## config.mk

```make
export PLATFORM = sky130hd
export DESIGN_NAME = fft_out_buf_flat
export DESIGN_NICKNAME = d
export VERILOG_FILES = /design/src/rtl/fft_out_buf_if.sv /design/src/rtl/fft_out_buf.sv /design/src/flat_wrapper.sv
export SDC_FILE = /design/constraint.sdc
export NUM_CORES = 2
export LEC_CHECK = 0
export BUFFER_PORTS_ARGS = -buffer_cell sky130_fd_sc_hd__buf_2
export CAP_MARGIN = 20
export CORE_MARGIN = 2
export CORE_UTILIZATION = 45
export DETAILED_ROUTE_END_ITERATION = 8
export PLACE_DENSITY_LB_ADDON = 0.25
export SETUP_SLACK_MARGIN = 0.3
export SYNTH_ARGS = -nofsm -noshare
export SYNTH_HDL_FRONTEND = slang
export SYNTH_SLANG_ARGS = --single-unit
```

## constraint.sdc

```tcl
create_clock -name clk -period 9.3 [get_ports clk]
set_input_delay 0.465 -clock clk [delete_from_list [all_inputs] [get_ports clk]]
set_output_delay 0.465 -clock clk [all_outputs]
set_load 0.01 [all_outputs]
```

## src/rtl/fft_out_buf_if.sv

```systemverilog
// rtl/fft_out_buf_if.sv - beat-in / sample-out handshake bundle for fft_out_buf
interface fft_out_buf_if #(
  parameter int DATA_RE_WD = 16,
  parameter int DATA_IM_WD = 16,
  parameter int SIZE_FFT   = 64,
  parameter int PAR        = 8
);
  localparam int W  = DATA_RE_WD + DATA_IM_WD;
  localparam int AW = $clog2(SIZE_FFT);

  logic                         val_i;
  logic                         rdy_o;
  logic [PAR*W-1:0]             dat_i;
  logic                         val_o;
  logic                         rdy_i;
  logic signed [DATA_RE_WD-1:0] dat_re_o;
  logic signed [DATA_IM_WD-1:0] dat_im_o;
  logic [AW-1:0]                idx_o;
  logic                         sop_o;
  logic                         eop_o;

  modport master (
    output val_i, dat_i, rdy_i,
    input  rdy_o, val_o, dat_re_o, dat_im_o, idx_o, sop_o, eop_o
  );

  modport slave (
    input  val_i, dat_i, rdy_i,
    output rdy_o, val_o, dat_re_o, dat_im_o, idx_o, sop_o, eop_o
  );
endinterface

```

## src/rtl/fft_out_buf.sv

```systemverilog
// rtl/fft_out_buf.sv - ping-pong buffer turning 8-lane FFT beats into a natural-order sample stream
// Build option FFT_OUT_BITREV_EN: input frames arrive bit-reversed; write address is bit-reversed.
module fft_out_buf #(
  parameter int DATA_RE_WD = 16,
  parameter int DATA_IM_WD = 16,
  parameter int SIZE_FFT   = 64,
  parameter int PAR        = 8
) (
  input logic          clk,
  input logic          rst,
  fft_out_buf_if.slave bus
);
  localparam int W  = DATA_RE_WD + DATA_IM_WD;
  localparam int AW = $clog2(SIZE_FFT);
  localparam int BW = $clog2(SIZE_FFT / PAR);
  localparam int LW = $clog2(PAR);

  logic [W-1:0]  mem_q [0:2*SIZE_FFT-1];
  logic [1:0]    full_q;
  logic          wr_bank_q;
  logic          rd_bank_q;
  logic [BW-1:0] beat_q;
  logic [AW-1:0] rd_cnt_q;
  logic          val_q;
  logic          sop_q;
  logic          eop_q;
  logic [AW-1:0] idx_q;
  logic [W-1:0]  dat_q;

  logic          wr_ok;
  logic          set_full;
  logic          xfer;
  logic          last_rd;
  logic          p_bank;
  logic [AW-1:0] p_cnt;
  logic          p_full;

  function automatic logic [AW-1:0] wr_addr(input logic [BW-1:0] b, input int l);
    logic [AW-1:0] a;
    a = {b, LW'(l)};
`ifdef FFT_OUT_BITREV_EN
    begin
      logic [AW-1:0] r;
      for (int i = 0; i < AW; i++) r[i] = a[AW-1-i];
      a = r;
    end
`endif
    return a;
  endfunction

  assign bus.rdy_o = rst && !full_q[wr_bank_q];
  assign wr_ok     = bus.val_i && bus.rdy_o;
  assign set_full  = wr_ok && (beat_q == BW'(SIZE_FFT / PAR - 1));
  assign xfer      = val_q && bus.rdy_i;
  assign last_rd   = xfer && (rd_cnt_q == '1);

  // Position the output register will present after this edge; lets the next
  // bank's k=0 follow an eop transfer without a bubble.
  assign p_bank = last_rd ? ~rd_bank_q : rd_bank_q;
  assign p_cnt  = xfer ? rd_cnt_q + 1'b1 : rd_cnt_q;
  assign p_full = full_q[p_bank];

  always_ff @(posedge clk) begin
    if (wr_ok) begin
      for (int l = 0; l < PAR; l++) begin
        mem_q[{wr_bank_q, wr_addr(beat_q, l)}] <= bus.dat_i[l*W +: W];
      end
    end
  end

  always_ff @(posedge clk or negedge rst) begin
    if (!rst) begin
      full_q    <= '0;
      wr_bank_q <= 1'b0;
      rd_bank_q <= 1'b0;
      beat_q    <= '0;
      rd_cnt_q  <= '0;
      val_q     <= 1'b0;
      sop_q     <= 1'b0;
      eop_q     <= 1'b0;
      idx_q     <= '0;
      dat_q     <= '0;
    end else begin
      if (wr_ok) begin
        beat_q <= beat_q + 1'b1;
        if (set_full) begin
          full_q[wr_bank_q] <= 1'b1;
          wr_bank_q         <= ~wr_bank_q;
        end
      end
      // Set and clear always target different banks, so both bit writes stand.
      if (xfer) begin
        rd_cnt_q <= rd_cnt_q + 1'b1;
        if (last_rd) begin
          full_q[rd_bank_q] <= 1'b0;
          rd_bank_q         <= ~rd_bank_q;
        end
      end
      if (!val_q || xfer) begin
        val_q <= p_full;
        idx_q <= p_cnt;
        sop_q <= p_full && (p_cnt == '0);
        eop_q <= p_full && (p_cnt == '1);
        if (p_full) dat_q <= mem_q[{p_bank, p_cnt}];
      end
    end
  end

  assign bus.val_o    = val_q;
  assign bus.idx_o    = idx_q;
  assign bus.sop_o    = sop_q;
  assign bus.eop_o    = eop_q;
  assign bus.dat_re_o = dat_q[W-1 -: DATA_RE_WD];
  assign bus.dat_im_o = dat_q[DATA_IM_WD-1:0];
endmodule

```

## src/flat_wrapper.sv

```systemverilog
// flat-port wrapper written by rule: the top's interface ports become plain ports
module fft_out_buf_flat 
#(
  parameter int DATA_RE_WD = 16,
  parameter int DATA_IM_WD = 16,
  parameter int SIZE_FFT   = 64,
  parameter int PAR        = 8
)
  (clk, rst, bus_val_i, bus_dat_i, bus_rdy_i, bus_rdy_o, bus_val_o, bus_dat_re_o, bus_dat_im_o, bus_idx_o, bus_sop_o, bus_eop_o);
  fft_out_buf_if #(.DATA_RE_WD(DATA_RE_WD), .DATA_IM_WD(DATA_IM_WD), .SIZE_FFT(SIZE_FFT), .PAR(PAR)) bus_i ();
  input logic clk;
  input logic rst;
  input wire logic [$bits(bus_i.val_i)-1:0] bus_val_i;
  input wire logic [$bits(bus_i.dat_i)-1:0] bus_dat_i;
  input wire logic [$bits(bus_i.rdy_i)-1:0] bus_rdy_i;
  output wire logic [$bits(bus_i.rdy_o)-1:0] bus_rdy_o;
  output wire logic [$bits(bus_i.val_o)-1:0] bus_val_o;
  output wire logic [$bits(bus_i.dat_re_o)-1:0] bus_dat_re_o;
  output wire logic [$bits(bus_i.dat_im_o)-1:0] bus_dat_im_o;
  output wire logic [$bits(bus_i.idx_o)-1:0] bus_idx_o;
  output wire logic [$bits(bus_i.sop_o)-1:0] bus_sop_o;
  output wire logic [$bits(bus_i.eop_o)-1:0] bus_eop_o;
  assign bus_i.val_i = bus_val_i;
  assign bus_i.dat_i = bus_dat_i;
  assign bus_i.rdy_i = bus_rdy_i;
  assign bus_rdy_o = bus_i.rdy_o;
  assign bus_val_o = bus_i.val_o;
  assign bus_dat_re_o = bus_i.dat_re_o;
  assign bus_dat_im_o = bus_i.dat_im_o;
  assign bus_idx_o = bus_i.idx_o;
  assign bus_sop_o = bus_i.sop_o;
  assign bus_eop_o = bus_i.eop_o;
  fft_out_buf #(.DATA_RE_WD(DATA_RE_WD), .DATA_IM_WD(DATA_IM_WD), .SIZE_FFT(SIZE_FFT), .PAR(PAR)) u_core (.clk(clk), .rst(rst), .bus(bus_i));
endmodule
```

==> key figures <==
Power and ir drop
  • Total power: 54,500 uW
  • VDD IR max: roughly 270 uV
  • Pwr/cell area: roughly 300 nW/um^2
  • Pleak: just under 0.06 uW

Routing
  • Post-route DRC: 0
  • Final wirelength: 448,000 um
  • 1st-pass router iterations: 6
  • Antenna-violating nets left: 0
  • Drt initial violations: 11,322
  • Routed vias: 89,868
  • Via density: 6.15
  • Per-cell routed wire length: 30.7 um

Cells and area
  • Most common cell after layout, fill and taps aside: edfxtp_1
  • FILL cells: 27,967
  • Area taken by multi-input logic gates: 32,800 um^2
  • Area grow syn2layout: 14.0%
  • Commonest non-fill, non-tap cells in the layout: 4,096 x edfxtp_1, 1,323 x nand2_1, 462 x mux4_2
  • Nets: 9,790
  • Storage cell area: 124,000 um^2
  • Share of post-route cells with drive strength above 1: 0.160

STA
  • Tcrit/Tclk final: 0.606
  • Slew headroom: 0.0553
  • RSZ-0062 raised after global routing: no
  • Final Critical Period: 5.64 ns
  • Final TNS setup: 0 ns
  • Final Hold Slack: 0.100 ns
  • Least-Margin Pin Slew: approximately 1.4 ns
  • Final setup violation count: 0
  • Final Max Slew Viols: 0
  • Maximum clock frequency: 0.177 GHz
  • Clock Skew: between 0.05 and 0.06 ns
  • Final Hold Viols: 0

Synthesis
  • Synth Area per Inst: about 18 um^2
  • Post-Synth XOR/XNOR Area: 0.000321
  • Primary FF master, synth: edfxtp_1
  • Post-synthesis adder-cell area fraction: 0.000469
  • Synth cell types: 59
  • Number of synthesized flops with an enable pin: 4,096
  • Main combinational cell family by area after synthesis: multiplexers
  • Post-synth design cell area: 160,000 um^2
  • Post-Synth Simple-Gate Area: 0.0566
  • Compound-gate portion of the synthesized area: 0.0567
  • Mux contribution to synthesized area: 0.0896
  • Sequential area share after synthesis: 0.777
  • Synth Warn #: 0
  • Synth Instances: 8,983
  • Post-synth ARST share: 0.0130
  • Syn Nets: 9,249
  • FF+latch count, synth: between 4,000 and 5,000

Placed design
  • Port Buf Inserts: 301
  • Post-DP HPWL: 235,000 um
  • Gpl congestion: 0.794

GRT
  • Global-route wire length before repair: roughly 640,000 um
  • Largest net degree at the start of global routing: 161
  • GR Util All Layers: 0.244
  • Total global routing overflow: 0
  • Antenna violations before repair: 70
  • Vias in the first global route: around 90,000

Die
  • Io pins: 302
  • Core area: around 350,000 um^2
  • Starting Density: 0.453
  • Die area: ~360,000 um^2
  • # rows: 218
  • Die Y: around 600 um
  • Die span in x: 600 um

Hold path
  • Hold path start: bus_rdy_i
  • WHS Path Cells: 4
  • HP Class: in -> reg

Critical path
  • Worst Setup End Kind: register
  • Startpoint Class: register
  • CP startpoint: u_core.bus.val_o$_DFFE_PN0N_
  • Setup Crit Path Kind: reg -> reg
  • Reg2Reg Setup Slack: 3.66 ns
  • R2R Path Start: u_core.bus.val_o$_DFFE_PN0N_
  • Largest fanout on the critical path: 44
  • Crit path DAT: 6.45 ns
  • Worst R2R Path Depth: 11
  • Critical path data required time: between 10 and 15 ns

CTS
  • CTS Root Cell: clkbuf_16
  • H-tree Lvls: 5
  • Clock tree buffer depth: 4
  • CTS Sinks: 4,150
  • Worst skew pair latency: 0.98 ns
  • TritonCTS clock tree: done
  • # Post-CTS Setup Buffers: 0
  • CTS clk-pin slew, worst paths: 0.06 ns
  • Num CTS Buffers: 415

Run status
  • Outcome: finished clean

Flow run
  • Max-cap violations: 0
area by class of cell:
class | instances | area share
Tap cell | 4730 | 0.0324
Timing Repair Buffer | 724 | 0.0309
Clock buffer | 538 | 0.0619
Inverter | 8 | 0.000288
Sequential cell | 4150 | 0.682
Antenna cell | 23 | 0.000315
Multi-Input combinational cell | 4225 | 0.180
Clock inverter | 222 | 0.0126
stage by stage:
stage | cell area [um^2] | utilization | setup WS, ns | std cells
after floorplan | 160000 | - | 1.38 | 8983
after global placement | 166000 | 0.470 | 3.57 | 13576
after detailed placement | 166000 | 0.470 | 3.56 | 13577
after CTS | 182000 | 0.516 | 3.63 | 14595
after global routing | 182000 | 0.516 | 3.37 | 14605
final | 182000 | 0.517 | 3.66 | 14620
logic make-up (layout without fill, tap and decap cells):
logic type | after synthesis | after routing
buffers and inverters | 608 | 1492
multiplexers | 855 | 855
flip-flops | 4150 | 4150
XOR/XNOR | 5 | 5
AO/OA/AOI/OAI | 1283 | 1283
other | 0 | 23
AND/OR/NAND/NOR | 2076 | 2076
adder cells (fa/ha/maj) | 6 | 6
path summary, 6_finish.rpt:
path / to
setup reg to reg: u_core.dat_q[8]$_DFFE_PN0P_
hold / removal: u_core.bus.eop_o$_DFFE_PN0N_
setup / recovery: u_core.dat_q[8]$_DFFE_PN0P_
hold reg to reg: u_core.full_q[1]$_DFF_PN0_
min in group asynchronous: u_core.dat_q[29]$_DFFE_PN0P_
max in group asynchronous: u_core.bus.idx_o[4]$_DFFE_PN0N_
power by group:
part,internal (uW),leakage (uW),switching [uW]
Sequential,21400,0.0375,312
Combinational,5570,0.0152,10400
Clock,9730,0.00666,7040
Total,36700,0.0594,17800
synthesized netlist by cell type, types with 3 or more instances:
library cell	number	area share
o221a_2	3	0.00021
a211oi_1	183	0.0086
inv_1	5	0.00012
a221oi_1	69	0.0038
a21oi_1	196	0.0061
nand3_1	300	0.0094
nor2_1	87	0.0020
buf_2	243	0.0076
nand4b_1	5	0.00027
o21ai_0	145	0.0045
xnor2_1	3	0.00016
dfrtp_1	54	0.0084
mux4_2	462	0.065
or4_1	5	0.00023
buf_6	32	0.0023
mux2i_1	391	0.024
o32ai_1	9	0.00049
nor3_1	39	0.0012
edfxtp_1	4096	0.77
clkbuf_1	226	0.0053
nand4_1	43	0.0017
o21ai_1	12	0.00038
buf_4	68	0.0032
or3_1	4	0.00016
o2111ai_1	20	0.0011
a32oi_1	157	0.0086
o211ai_1	43	0.0020
nand2_1	1327	0.031
nor4_1	28	0.0011
ha_1	6	0.00047
a311oi_1	172	0.0094
a31oi_1	102	0.0040
o22ai_1	106	0.0041
and3_1	203	0.0079
o221ai_1	22	0.0012
a22oi_1	34	0.0016
buf_1	31	0.00073
and2_1	23	0.00090
sequential cells by signal, indices dropped and copies added, names as in the netlist, 2 cells and up:
name / count
u_core.mem_q: 4096
u_core.bus.idx_o: 6
u_core.dat_q: 32
u_core.beat_q: 3
u_core.full_q: 2
u_core.rd_cnt_q: 6
worst max-delay path, cell delays in order, from the launching register on:
cell,delay (ns)
dfrtp_1,0.53
nand3b_1,0.17
buf_4,0.58
and2_4,0.79
buf_4,0.66
buf_4,0.62
buf_4,0.59
mux4_2,0.57
o211ai_1,0.19
nand2_1,0.08
nor4_1,0.44
nor3_1,0.10
routing by layer:
layer  GRT usage  vias to the layer above  share of wire
met5           0                        -        0.00065
met3      0.0351                      786          0.079
met4      0.0698                       46          0.029
li1            -                    37299              -
met2       0.406                     4232           0.49
met1       0.335                    47505           0.40
what timing repair did:
action                     CTS  global route
gates resized for setup      0             0
hold buffers               258             0
hold endpoints to repair  4019             0
No activity file was read; power rests on OpenSTA's default activity.
